===== src/rtl/temp_scan_pkg.sv =====
// -----------------------------------------------------------------------------
// temp_scan_pkg
//   Shared definitions for the temperature-sensor scan controller:
//   FSM state encoding and default width constants.
//   Optional feature macro used by the controller: THRESH_ALARM_EN.
// -----------------------------------------------------------------------------
package temp_scan_pkg;

    localparam int N_SENS_DEF   = 4;
    localparam int TICK_W_DEF   = 12;
    localparam int DAC_W_DEF    = 6;
    localparam int SETTLE_W_DEF = 8;

    typedef enum logic [1:0] {
        ST_IDLE    = 2'd0,
        ST_SETTLE  = 2'd1,
        ST_CAPTURE = 2'd2,
        ST_HOLD    = 2'd3
    } state_t;

endpackage


===== src/rtl/temp_scan_next_idx.sv =====
// -----------------------------------------------------------------------------
// temp_scan_next_idx
//   Combinational search for the next enabled sensor.
//   Ports:
//     mask_i    - enabled sensors
//     cur_i     - current sensor index
//     next_o    - lowest set bit above cur_i, or the lowest set bit overall
//                 when nothing is set above (wrap-around)
//     is_last_o - no set bit above cur_i
//   With cur_i = N_SENS-1 the block returns the lowest set bit of the mask,
//   which the controller uses to pick the first sensor of a scan.
// -----------------------------------------------------------------------------
module temp_scan_next_idx #(
    parameter int N_SENS = 4,
    parameter int SEL_W  = 2
) (
    input  logic [N_SENS-1:0] mask_i,
    input  logic [SEL_W-1:0]  cur_i,
    output logic [SEL_W-1:0]  next_o,
    output logic              is_last_o
);

    logic [SEL_W-1:0] low_idx;
    logic [SEL_W-1:0] above_idx;

    // Scanning downwards leaves the lowest matching index in each result.
    always_comb begin
        low_idx   = cur_i;
        above_idx = cur_i;
        is_last_o = 1'b1;
        for (int k = N_SENS - 1; k >= 0; k--) begin
            if (mask_i[k]) begin
                low_idx = SEL_W'(k);
                if (k > int'(cur_i)) begin
                    above_idx = SEL_W'(k);
                    is_last_o = 1'b0;
                end
            end
        end
        next_o = is_last_o ? low_idx : above_idx;
    end

endmodule


===== src/rtl/temp_scan_ctrl.sv =====
// -----------------------------------------------------------------------------
// temp_scan_ctrl
//   Round-robin scheduler for a shared N_SENS:1 temperature-sensor mux.
//   Selects a sensor, waits settle_cyc_i+1 cycles, captures ticks/DAC code and
//   offers the sample on a valid/ready interface. Continuous (enable_i) and
//   one-shot (single_i) scans.
//   Ports:
//     clk_i, rst_i        clock, synchronous active-high reset
//     enable_i, single_i  continuous scan / one-shot start pulse
//     sens_mask_i         sensors in a scan (latched at scan start)
//     settle_cyc_i        extra settle cycles (latched at scan start)
//     temp_sel_o          mux select
//     temp_ticks_i/dac_i  mux output data
//     sample_*            captured sample, valid/ready handshake
//     busy_o              scan in progress
//     scan_done_o         pulse after the last sample of a scan is accepted
//   Optional (macro THRESH_ALARM_EN):
//     thresh_hi_i, alarm_clr_i, alarm_o - sticky per-sensor over-threshold flags
// -----------------------------------------------------------------------------
module temp_scan_ctrl
    import temp_scan_pkg::*;
#(
    parameter  int N_SENS   = N_SENS_DEF,
    parameter  int TICK_W   = TICK_W_DEF,
    parameter  int DAC_W    = DAC_W_DEF,
    parameter  int SETTLE_W = SETTLE_W_DEF,
    localparam int SEL_W    = (N_SENS > 1) ? $clog2(N_SENS) : 1
) (
    input  logic                clk_i,
    input  logic                rst_i,
    input  logic                enable_i,
    input  logic                single_i,
    input  logic [N_SENS-1:0]   sens_mask_i,
    input  logic [SETTLE_W-1:0] settle_cyc_i,
    output logic [SEL_W-1:0]    temp_sel_o,
    input  logic [TICK_W-1:0]   temp_ticks_i,
    input  logic [DAC_W-1:0]    temp_dac_i,
    output logic                sample_valid_o,
    input  logic                sample_ready_i,
    output logic [SEL_W-1:0]    sample_sel_o,
    output logic [TICK_W-1:0]   sample_ticks_o,
    output logic [DAC_W-1:0]    sample_dac_o,
    output logic                busy_o,
    output logic                scan_done_o
`ifdef THRESH_ALARM_EN
    ,
    input  logic [TICK_W-1:0]   thresh_hi_i,
    input  logic                alarm_clr_i,
    output logic [N_SENS-1:0]   alarm_o
`endif
);

    state_t              state_q,  state_d;
    logic [SETTLE_W-1:0] cnt_q,    cnt_d;
    logic [N_SENS-1:0]   mask_q,   mask_d;
    logic [SETTLE_W-1:0] settle_q, settle_d;
    logic [SEL_W-1:0]    sel_q,    sel_d;
    logic                valid_q,  valid_d;
    logic [SEL_W-1:0]    ssel_q,   ssel_d;
    logic [TICK_W-1:0]   ticks_q,  ticks_d;
    logic [DAC_W-1:0]    dac_q,    dac_d;
    logic                busy_q,   busy_d;
    logic                done_q,   done_d;
`ifdef THRESH_ALARM_EN
    logic [N_SENS-1:0]   alarm_q,  alarm_d;
`endif

    logic [SEL_W-1:0]    start_idx;
    logic [SEL_W-1:0]    next_idx;
    logic                is_last;
    logic                start_unused;
    logic                handshake;

    // First sensor of a new scan: searching from the top index wraps to the
    // lowest set bit of the incoming mask.
    temp_scan_next_idx #(.N_SENS(N_SENS), .SEL_W(SEL_W)) u_first_idx (
        .mask_i    (sens_mask_i),
        .cur_i     (SEL_W'(N_SENS - 1)),
        .next_o    (start_idx),
        .is_last_o (start_unused)
    );

    // Successor of the sensor currently held, within the latched mask.
    temp_scan_next_idx #(.N_SENS(N_SENS), .SEL_W(SEL_W)) u_next_idx (
        .mask_i    (mask_q),
        .cur_i     (sel_q),
        .next_o    (next_idx),
        .is_last_o (is_last)
    );

    assign handshake = valid_q & sample_ready_i;

    always_comb begin
        state_d  = state_q;
        cnt_d    = cnt_q;
        mask_d   = mask_q;
        settle_d = settle_q;
        sel_d    = sel_q;
        valid_d  = valid_q;
        ssel_d   = ssel_q;
        ticks_d  = ticks_q;
        dac_d    = dac_q;
        done_d   = 1'b0;

        case (state_q)
            ST_IDLE: begin
                if ((enable_i | single_i) && (sens_mask_i != '0)) begin
                    mask_d   = sens_mask_i;
                    settle_d = settle_cyc_i;
                    sel_d    = start_idx;
                    cnt_d    = settle_cyc_i;
                    state_d  = ST_SETTLE;
                end
            end
            ST_SETTLE: begin
                if (cnt_q == '0) begin
                    state_d = ST_CAPTURE;
                end else begin
                    cnt_d = cnt_q - SETTLE_W'(1);
                end
            end
            ST_CAPTURE: begin
                ssel_d  = sel_q;
                ticks_d = temp_ticks_i;
                dac_d   = temp_dac_i;
                valid_d = 1'b1;
                state_d = ST_HOLD;
            end
            ST_HOLD: begin
                if (handshake) begin
                    valid_d = 1'b0;
                    if (is_last) begin
                        done_d = 1'b1;
                        // Back-to-back scans re-latch mask and settle time.
                        if (enable_i && (sens_mask_i != '0)) begin
                            mask_d   = sens_mask_i;
                            settle_d = settle_cyc_i;
                            sel_d    = start_idx;
                            cnt_d    = settle_cyc_i;
                            state_d  = ST_SETTLE;
                        end else begin
                            state_d = ST_IDLE;
                        end
                    end else begin
                        sel_d   = next_idx;
                        cnt_d   = settle_q;
                        state_d = ST_SETTLE;
                    end
                end
            end
            default: state_d = ST_IDLE;
        endcase

        busy_d = (state_d != ST_IDLE);

`ifdef THRESH_ALARM_EN
        // A set in the capture cycle overrides a simultaneous clear.
        alarm_d = alarm_clr_i ? '0 : alarm_q;
        if ((state_q == ST_CAPTURE) && (temp_ticks_i > thresh_hi_i)) begin
            alarm_d[sel_q] = 1'b1;
        end
`endif
    end

    always_ff @(posedge clk_i) begin
        if (rst_i) begin
            state_q  <= ST_IDLE;
            cnt_q    <= '0;
            mask_q   <= '0;
            settle_q <= '0;
            sel_q    <= '0;
            valid_q  <= 1'b0;
            ssel_q   <= '0;
            ticks_q  <= '0;
            dac_q    <= '0;
            busy_q   <= 1'b0;
            done_q   <= 1'b0;
`ifdef THRESH_ALARM_EN
            alarm_q  <= '0;
`endif
        end else begin
            state_q  <= state_d;
            cnt_q    <= cnt_d;
            mask_q   <= mask_d;
            settle_q <= settle_d;
            sel_q    <= sel_d;
            valid_q  <= valid_d;
            ssel_q   <= ssel_d;
            ticks_q  <= ticks_d;
            dac_q    <= dac_d;
            busy_q   <= busy_d;
            done_q   <= done_d;
`ifdef THRESH_ALARM_EN
            alarm_q  <= alarm_d;
`endif
        end
    end

    assign temp_sel_o     = sel_q;
    assign sample_valid_o = valid_q;
    assign sample_sel_o   = ssel_q;
    assign sample_ticks_o = ticks_q;
    assign sample_dac_o   = dac_q;
    assign busy_o         = busy_q;
    assign scan_done_o    = done_q;
`ifdef THRESH_ALARM_EN
    assign alarm_o        = alarm_q;
`endif

endmodule


===== config.mk =====
export PLATFORM = sky130hd
export DESIGN_NAME = temp_scan_ctrl
export DESIGN_NICKNAME = d
export VERILOG_FILES = /design/src/rtl/temp_scan_pkg.sv /design/src/rtl/temp_scan_next_idx.sv /design/src/rtl/temp_scan_ctrl.sv
export SDC_FILE = /design/constraint.sdc
export NUM_CORES = 1
export LEC_CHECK = 0
export CAP_MARGIN = 20
export CORE_MARGIN = 4
export CORE_UTILIZATION = 48
export DETAILED_ROUTE_END_ITERATION = 16
export GPL_TIMING_DRIVEN = 1
export PLACE_DENSITY_LB_ADDON = 0.15
export SLEW_MARGIN = 40
export SYNTH_ARGS = -nofsm -noshare
export SYNTH_HDL_FRONTEND = slang
export SYNTH_SLANG_ARGS = --single-unit

===== constraint.sdc =====
create_clock -name clk_i -period 2.1 [get_ports clk_i]
set_input_delay 0.525 -clock clk_i [delete_from_list [all_inputs] [get_ports clk_i]]
set_output_delay 0.525 -clock clk_i [all_outputs]
set_load 0.03 [all_outputs]

**Yosys cells after proc, flatten, opt, wreduce, memory -nomap -nowiden**

Cells that the tools add are included.

- Bits of input ports: 35
- Bits in registers: 47
- Logic and storage cells: 85

- Add/subtract/negate cells: 1
- Equal/unequal tests: 9
- Magnitude comparators: 3
- Reduce and logical (&&, ||, !) cells: 14
- Multiplexer cells: 43
- Bitwise operators: 4

Operators with widths:

| cell | count |
|---|---|
| 2-to-1 mux 8 bit | 7 |
| 2-to-1 mux 2 bit | 16 |
| one-hot mux 8 bit (3 select lines) | 1 |
| 2-to-1 mux 4 bit | 4 |
| one-hot mux 8 bit (2 select lines) | 1 |
| 2-to-1 mux 1 bit | 10 |
| inequality test 2 bit, second input constant | 5 |
| AND reduction 5 bit | 2 |
| zero test 8 bit | 1 |
| one-hot mux 2 bit (4 select lines) | 1 |
| one-hot mux 4 bit (2 select lines) | 1 |
| subtractor 8 x 1 -> 8 bit, second input constant | 1 |
| nonzero test 2 bit | 3 |
| equality test 2 bit, second input constant | 2 |
| > comparator 2 bit, first input constant | 2 |
| one-hot mux 2 bit (2 select lines) | 1 |
| AND reduction 4 bit | 1 |
| nonzero test 4 bit | 1 |
| inequality test 3 bit, second input constant | 1 |
| nonzero test 3 bit | 1 |
| OR reduction 3 bit | 1 |
| equality test 2 x 1 -> 1 bit, second input constant | 1 |
| > comparator 1 x 2 -> 1 bit, first input constant | 1 |
| logical AND 1 bit | 2 |
| other kinds (6) | 7 |

**Longest topological paths before layout**

Gate-level depths: netlist (run 1).

- Depth after elaboration: 11
- Gate-level depth with buffers: 8
- Depth with buffers taken out: 7

**Cells and area by module**

A second synthesis (run 1) with hierarchy kept.

- Cells, all modules: 276
- Area total of the unflattened synthesis: 2258.4 um^2

By module, submodules not included:

| module | area each (um^2) | cells an instance | instances |
|---|---|---|---|
| temp_scan_ctrl | 2103.3 | 248 | 1 |
| temp_scan_next_idx | 77.6 | 14 | 2 |

**Worst setup path after synthesis (run 1)**

No wires, ideal clock.

- Kind: input to register
- Start point: in sens_mask_i[3]
- End point: reg cnt_q[6]
- Library setup time: 0.136 ns
- Required time: 1.964 ns
- Arrival: 1.704 ns
- Stages on the path: 6
- Path slack: 0.260 ns
- Cell sequence: or4_1 -> a31oi_1 -> a32oi_2 -> buf_6 -> nor2_1 -> a211oi_2

- Longest elaborated chain between the ends: 4
- Elaborated cells between the ends (all ways): 6

RTL lines:

| what | line | RTL |
|---|---|---|
| start: declaration | temp_scan_ctrl.sv:33 | `input logic [N_SENS-1:0] sens_mask_i,` |
| nonzero test 4 bit * | temp_scan_ctrl.sv:107, temp_scan_ctrl.sv:135 |  |
| logical AND 1 bit, on equally long branches | temp_scan_ctrl.sv:135, temp_scan_ctrl.sv:107 |  |
| inequality test 3 bit (no line) / inequality test 2 bit (equally long branches) | n/a |  |
| AND reduction 5 bit (no line) * | n/a |  |
| end signal: assignment | temp_scan_ctrl.sv:183 | `cnt_q <= cnt_d;` |
| end: declaration | temp_scan_ctrl.sv:54 | `logic [SETTLE_W-1:0] cnt_q, cnt_d;` |

Every way passes the cells marked *; elsewhere a longest branch is shown, timed or not.
A chain may end at the register's enable or synchronous reset.

**Final worst setup path (run 1)**

- Start point: in enable_i
- End point: reg cnt_q[7]

- Longest elaborated chain between the ends: 4
- Elaborated cells between the ends (all ways): 6

RTL lines:

| what | line | RTL |
|---|---|---|
| start: declaration | temp_scan_ctrl.sv:31 | `input logic enable_i,` |
| OR 1 bit | temp_scan_ctrl.sv:107 | `if ((enable_i \| single_i) && (sens_mask_i != '0)) begin` |
| logical AND 1 bit | temp_scan_ctrl.sv:107 |  |
| inequality test 2 bit (no line) | n/a |  |
| AND reduction 5 bit (no line) * | n/a |  |

Marked as above.

==> impl_metrics.tcl, run 1 <==
set metrics [dict create \
    cp_max_fo 4 \
    synth_ff_type "dfxtp_1" \
    dpl-instance-area_um2 2950 \
    dr.pass1.iters 5 \
    crit_family "buffers and inverters" \
    multiInputGateArea_um2 1180 \
    async_flop_share 0 \
    place_inst 392 \
    layout-drive-gt1-share 0.131 \
    leakage_uw 0.00114 \
    path_clk_slew_ps 80 \
    crit_chain "clkdlybuf4s50_1 -> nor2_1 -> or4_4 -> a32oi_4 -> buf_4 -> nor2_1 -> a311oi_2" \
    insertedDiodeCount 0 \
    status "finished clean" \
    initial_core_util 0.497 \
    overflow 0 \
    netlist_area_um2 2180 \
    worstMarginPinSlew_ps 524 \
    hold_viol_final 0 \
    grt_use_met3 0.0449 \
    tritoncts "yes" \
    yosys_warnings 0 \
    areaGrowthSynthToFinish_pct 42.4 \
    worst_ep_arrival_time_ps 2260 \
    post_drt_wl_per_cell_um 14.8 \
    cp_common_cell "nor2_1" \
    top_usage_layer "met2" \
    ant_nets 0 \
    fillers 382 \
    htree_num_levels 2 \
    worstSetupEndpointType "register" \
    hpwl_mm 4.33 \
    ys_seq_area_frac 0.423 \
    cts_buffers 5 \
    clock_skew_ps 2.79 \
    core-area_um2 4380 \
    grt_max_degree 20 \
    rsz0062_at_grt "false" \
    drt_iter0_drc 143 \
    setup_viol 0 \
    irDropWorstVdd_mv 0.577 \
    critPathKind "in2reg" \
    slowest_stage "clkdlybuf4s50_1" \
    boundaryPins 60 \
    final_nets 386 \
    critPathMaxStageDelay_ps 510 \
    clkSinkCount 46 \
    slew-limit-headroom 0.649 \
    layout_setup_ws_ps 47.7 \
    pwr_density_cell_nw_per_um2 1180 \
    finalInstanceArea_um2 3100 \
    fin_cells 402 \
    row_count 24 \
    met2_usage 0.345 \
    fp.dieArea_um2 5680 \
    die_x_um 75.3 \
    cts_buffer_depth 2 \
    finalSetupTns_ps 0 \
    max_cap_violations 0 \
    vias 2229 \
    synth-seq-cells 46 \
    syn_area_per_cell_um2 8.00 \
    fin_crit_sh 0.977 \
    regArea_um2 921 \
    grt_usage 0.212 \
    grt_pass1_wl_mm 9.36 \
    min_period_ps 2050 \
    synth.distinct_cells 49 \
    netlist_instances 272 \
    post-route-util 0.707 \
    io_buffers 59 \
    start_kind "input port" \
    avgViaCountPerCell 5.54 \
    die_y_um 75.3 \
    worstPathRequired_ps 2310 \
    drc 0 \
    fmax_mhz 487 \
    routabilityCongestion 0.822 \
    grt_pass1_vias 2011 \
    synth_edf_count 0 \
    post-place-ws_ps -356 \
    hold_class "reg2reg" \
    grtUsageMet1 0.291 \
    cts_root_buffer "clkbuf_8" \
    antenna_found_initial 0 \
    synthesis.nets 309 \
    clock_latency_ps 290 \
    worst-path-buf-inv 2 \
    routed_wl_mm 5.96 \
    slew_violations 0 \
]
==> routing by layer <==
layer	part of all wire	vias to the layer above
met1	0.43	1019
met5	0	-
li1	-	1126
met3	0.077	5
met4	0.0079	0
met2	0.48	79
==> metrics by stage <==
step / hold WS [ps] / power, uW
4_1_cts: 459 / 3620
6_report: 457 / 3660
2_1_floorplan: 453 / 2390
3_5_place_dp: 447 / 2940
3_3_place_gp: 442 / 2920
5_1_grt: 471 / 3890
==> worst reg2reg max path, delay by kind of cell, from the launching register on <==
kind                   cells  cell delay [ps]
AND/OR/NAND/NOR            1              590
flip-flops                 1              370
buffers and inverters      2              290
AO/OA/AOI/OAI              3              690
==> state kept, by name, indices dropped and copies added (netlist names), 2 cells and up <==
name,flops
state_q,2
sample_ticks_o,12
settle_q,8
temp_sel_o,2
sample_sel_o,2
cnt_q,8
mask_q,3
sample_dac_o,6
==> cell families after synthesis <==
| family | Yosys count | synth area share |
|---|---|---|
| AO/OA/AOI/OAI | 90 | 0.279 |
| flip-flops | 46 | 0.423 |
| buffers and inverters | 24 | 0.0454 |
| AND/OR/NAND/NOR | 105 | 0.221 |
| XOR/XNOR | 5 | 0.0201 |
| adder cells (fa/ha/maj) | 2 | 0.0115 |
==> what timing repair did <==
action                     4_1_cts  5_1_grt
pin swaps                        2        1
gates resized for setup          6        4
cloned                           0        0
hold buffers                     0        0
setup endpoints to repair        7       16
setup buffers                    2        0
==> layout make-up <==
cell class | instances | area share
multi-input combinational | 202 | 0.382
sequential | 46 | 0.297
timing repair buffer | 85 | 0.254
clock buffer | 8 | 0.0355
tap | 52 | 0.0210
inverter | 9 | 0.0109
==> cell usage in the layout, fill, tap and decap left out, types with 4 or more instances in the layout <==
| cell | instances |
|---|---|
| clkdlybuf4s50_1 | 54 |
| nand2_1 | 52 |
| dfxtp_1 | 46 |
| a21oi_1 | 39 |
| buf_4 | 25 |
| nor2_1 | 15 |
| o21ai_0 | 14 |
| nand3_1 | 12 |
| inv_1 | 9 |
| nand2b_1 | 8 |
| clkbuf_8 | 8 |
| o22ai_1 | 4 |
| xnor2_1 | 4 |
| dlygate4sd2_1 | 4 |
==> worst paths after layout <==
path	start	to	slack, ps	depth (start not counted)
hold / removal	sample_ticks_o[2]	sample_ticks_o[2]	460	2
setup reg to reg	cnt_q[2]	cnt_q[7]	80	6
setup / recovery	enable_i	cnt_q[7]	50	7
hold reg to reg	sample_ticks_o[2]	sample_ticks_o[2]	460	2
==> power by group <==
part           total [uW]  switching, uW  internal [uW]
Clock                 616            284            332
Sequential           1260            189           1070
Combinational        1790            958            831
Total                3660           1430           2230
==> synth_stat cells, types with 2 or more instances <==
cell | n | area [um^2]
o221ai_1 | 2 | 17.5
a21o_1 | 2 | 15.0
o21ai_0 | 14 | 70.1
a22oi_1 | 2 | 15.0
o2111ai_1 | 2 | 17.5
nand2b_1 | 8 | 50.1
nor3_1 | 2 | 10.0
o22ai_1 | 4 | 25.0
or2_2 | 2 | 12.5
nand2_1 | 52 | 195
o211ai_1 | 2 | 15.0
or4_1 | 3 | 22.5
nor2_1 | 15 | 56.3
ha_1 | 2 | 25.0
o31ai_1 | 3 | 22.5
dfxtp_1 | 46 | 921
nor4_1 | 3 | 18.8
a21oi_1 | 40 | 200
clkbuf_1 | 12 | 45.0
nand3_1 | 12 | 60.1
a2bb2oi_1 | 2 | 17.5
xnor2_1 | 4 | 35.0
and2_1 | 3 | 18.8
a211oi_2 | 2 | 25.0
inv_1 | 9 | 33.8
Power figures use the tool's default switching activity.
==> run 2, diff against run 1 <==
--- a/config.mk
+++ b/config.mk
@@ -9,3 +9,4 @@
 export CORE_MARGIN = 4
-export CORE_UTILIZATION = 48
+export CORE_UTILIZATION = 49
+export CTS_BUF_LIST = sky130_fd_sc_hd__clkbuf_8
 export DETAILED_ROUTE_END_ITERATION = 16
@@ -13,2 +14,3 @@
 export PLACE_DENSITY_LB_ADDON = 0.15
+export RECOVER_POWER = 25
 export SLEW_MARGIN = 40
==> constraint.sdc (replaced) <==
create_clock -name clk_i -period 2.1 [get_ports clk_i]
set_input_delay 0.42 -clock clk_i [delete_from_list [all_inputs] [get_ports clk_i]]
set_output_delay 0.42 -clock clk_i [all_outputs]
set_load 0.03 [all_outputs]
==> run 2 against run 1 <==
Effect of this change:
- via count increased by 0.31%
- power decreased by 4.6%
- final area decreased by 2.0%
- non-clock buffer count decreased by 3
- clock-buffer cell count decreased by 2
==> impl_metrics.tcl, run 2 (synthesized netlist as in run 1, its figures left out) <==
set metrics [dict create \
    drt_iter0_drc 126 \
    finalSetupTns_ps 0 \
    crit-reg2reg-launch "cnt_q[2]" \
    hold_end "sample_ticks_o[9]" \
    leakage_uw 0.00110 \
    vias 2236 \
    grt_max_degree 21 \
    whs_path_depth 2 \
    total_power_uw 3490 \
    grt_pass1_vias 2044 \
    fp.dieArea_um2 5570 \
    overflow 0 \
    cts-hold-fix-buffers 0 \
    grt_usage 0.213 \
    worst_ep_arrival_time_ps 2240 \
    routabilityCongestion 0.838 \
    cts_root_buffer "clkbuf_8" \
    start_kind "input port" \
    rr_endpoint "cnt_q[1]" \
    fmax_mhz 492 \
    io_buffers 59 \
    hold_class "reg2reg" \
    clock_skew_ps 2.25 \
    worstPathRequired_ps 2310 \
    routed_wl_mm 5.73 \
    path_clk_slew_ps 80 \
    irDropWorstVdd_mv 0.640 \
    slew_violations 0 \
    ant_nets 0 \
    final_common_cell "clkdlybuf4s50_1" \
    cp_max_fo 12 \
    die_x_um 74.7 \
    tritoncts "yes" \
    hpwl_mm 4.36 \
    max_cap_violations 0 \
    antenna_found_initial 0 \
    status "finished clean" \
    cts_buffer_depth 2 \
    worst_hold_slack_ps 454 \
    fin_crit_sh 0.969 \
    fillers 339 \
    pwr_density_cell_nw_per_um2 1150 \
    rr_worst_depth 6 \
    critPathMaxStageDelay_ps 510 \
    final_cell_mix "clkdlybuf4s50_1, nand2_1, dfxtp_1" \
    worstSetupEndpointType "register" \
    drc 0 \
    slowest_stage "clkdlybuf4s50_1" \
    critPathKind "in2reg" \
    final_nets 383 \
    rsz0062_at_grt "true" \
    crit_chain "clkdlybuf4s50_1 -> nor4_1 -> or4_1 -> a32oi_2 -> buf_6 -> nand2b_1 -> o32ai_2" \
    dr.pass1.iters 5 \
    clock_latency_ps 300 \
    post-route-util 0.733 \
    post_drt_wl_per_cell_um 14.4 \
    initial_core_util 0.525 \
    htree_num_levels 2 \
    avgViaCountPerCell 5.63 \
    clkSinkCount 46 \
    grt_pass1_wl_mm 9.20 \
    min_period_ps 2030 \
    worstMarginPinSlew_ps 841 \
    hold_viol_final 0 \
    setup_viol 0 \
    largest_register_ffs 12 \
    cts_buffers 5 \
    post_cts_buffers 0 \
    insertedDiodeCount 0 \
    layout-drive-gt1-share 0.112 \
    slew-limit-headroom 0.440 \
    die_y_um 74.7 \
    row_count 23 \
    r2r_setup_slack_ps 170 \
    areaGrowthSynthToFinish_pct 39.5 \
    core-area_um2 4140 \
    min_from "sample_ticks_o[9]" \
    boundaryPins 60 \
]
==> run 2: cell count changes in the layout (fill, tap and decap cells not counted), moves of 2 or more <==
cell             change
clkbuf_8             -2
buf_4                -5
dlygate4sd2_1        -4
clkdlybuf4s50_1      +5
clkbuf_1             +2
==> run 2: metrics by stage <==
step           area [um^2]  setup WS [ps]  instances
6_report              3040           65.7        397
5_1_grt               3040          -8.93        397
4_1_cts               3030           30.2        397
3_5_place_dp          2940           -271        389
3_3_place_gp          2940           -171        389
2_1_floorplan         2180            323        272
==> run 2: layout make-up <==
class	instances	area, um^2	area share
Multi-Input combinational cell	202	1170	0.385
Sequential cell	46	921	0.303
Timing Repair Buffer	82	759	0.250
Clock buffer	6	82.6	0.0272
Tap cell	50	62.6	0.0206
Inverter	9	33.8	0.0111
Clock inverter	2	8.76	0.00288
==> run 2: worst max-delay path by stage <==
stage                        start        to  slack [ps]  depth (start not counted)
global placement    sens_mask_i[1]  cnt_q[5]        -170                          7
floorplan                 cnt_q[2]  cnt_q[6]         320                          6
CTS                 sens_mask_i[1]  cnt_q[5]          30                          7
finish              sens_mask_i[1]  cnt_q[5]          70                          7
detailed placement  sens_mask_i[1]  cnt_q[5]        -270                          7
global route        sens_mask_i[1]  cnt_q[5]          -9                          7
==> run 2: routing by layer <==
metal | GRT usage | share of wire | up-vias
met1 | 0.273 | 0.44 | 1014
met5 | 0 | 0 | -
met4 | 0.0771 | 0.020 | 0
met3 | 0.0454 | 0.077 | 11
met2 | 0.353 | 0.47 | 91
li1 | - | - | 1120
==> run 2: repair_timing <==
action,4_1_cts,5_1_grt
gates resized for setup,0,3
setup endpoints to repair,0,2
endpoints found under the hold margin,0,0
==> run 2: critical path: cells and delay by family <==
| kind | cells | cell delay, ps |
|---|---|---|
| simple gates | 3 | 710 |
| buf+inv | 2 | 680 |
| compound gates | 2 | 420 |
==> run 2: where the power goes <==
group	switching [uW]	internal, uW
sequential	189	1070
clock	291	261
combinational	919	767
total	1400	2090
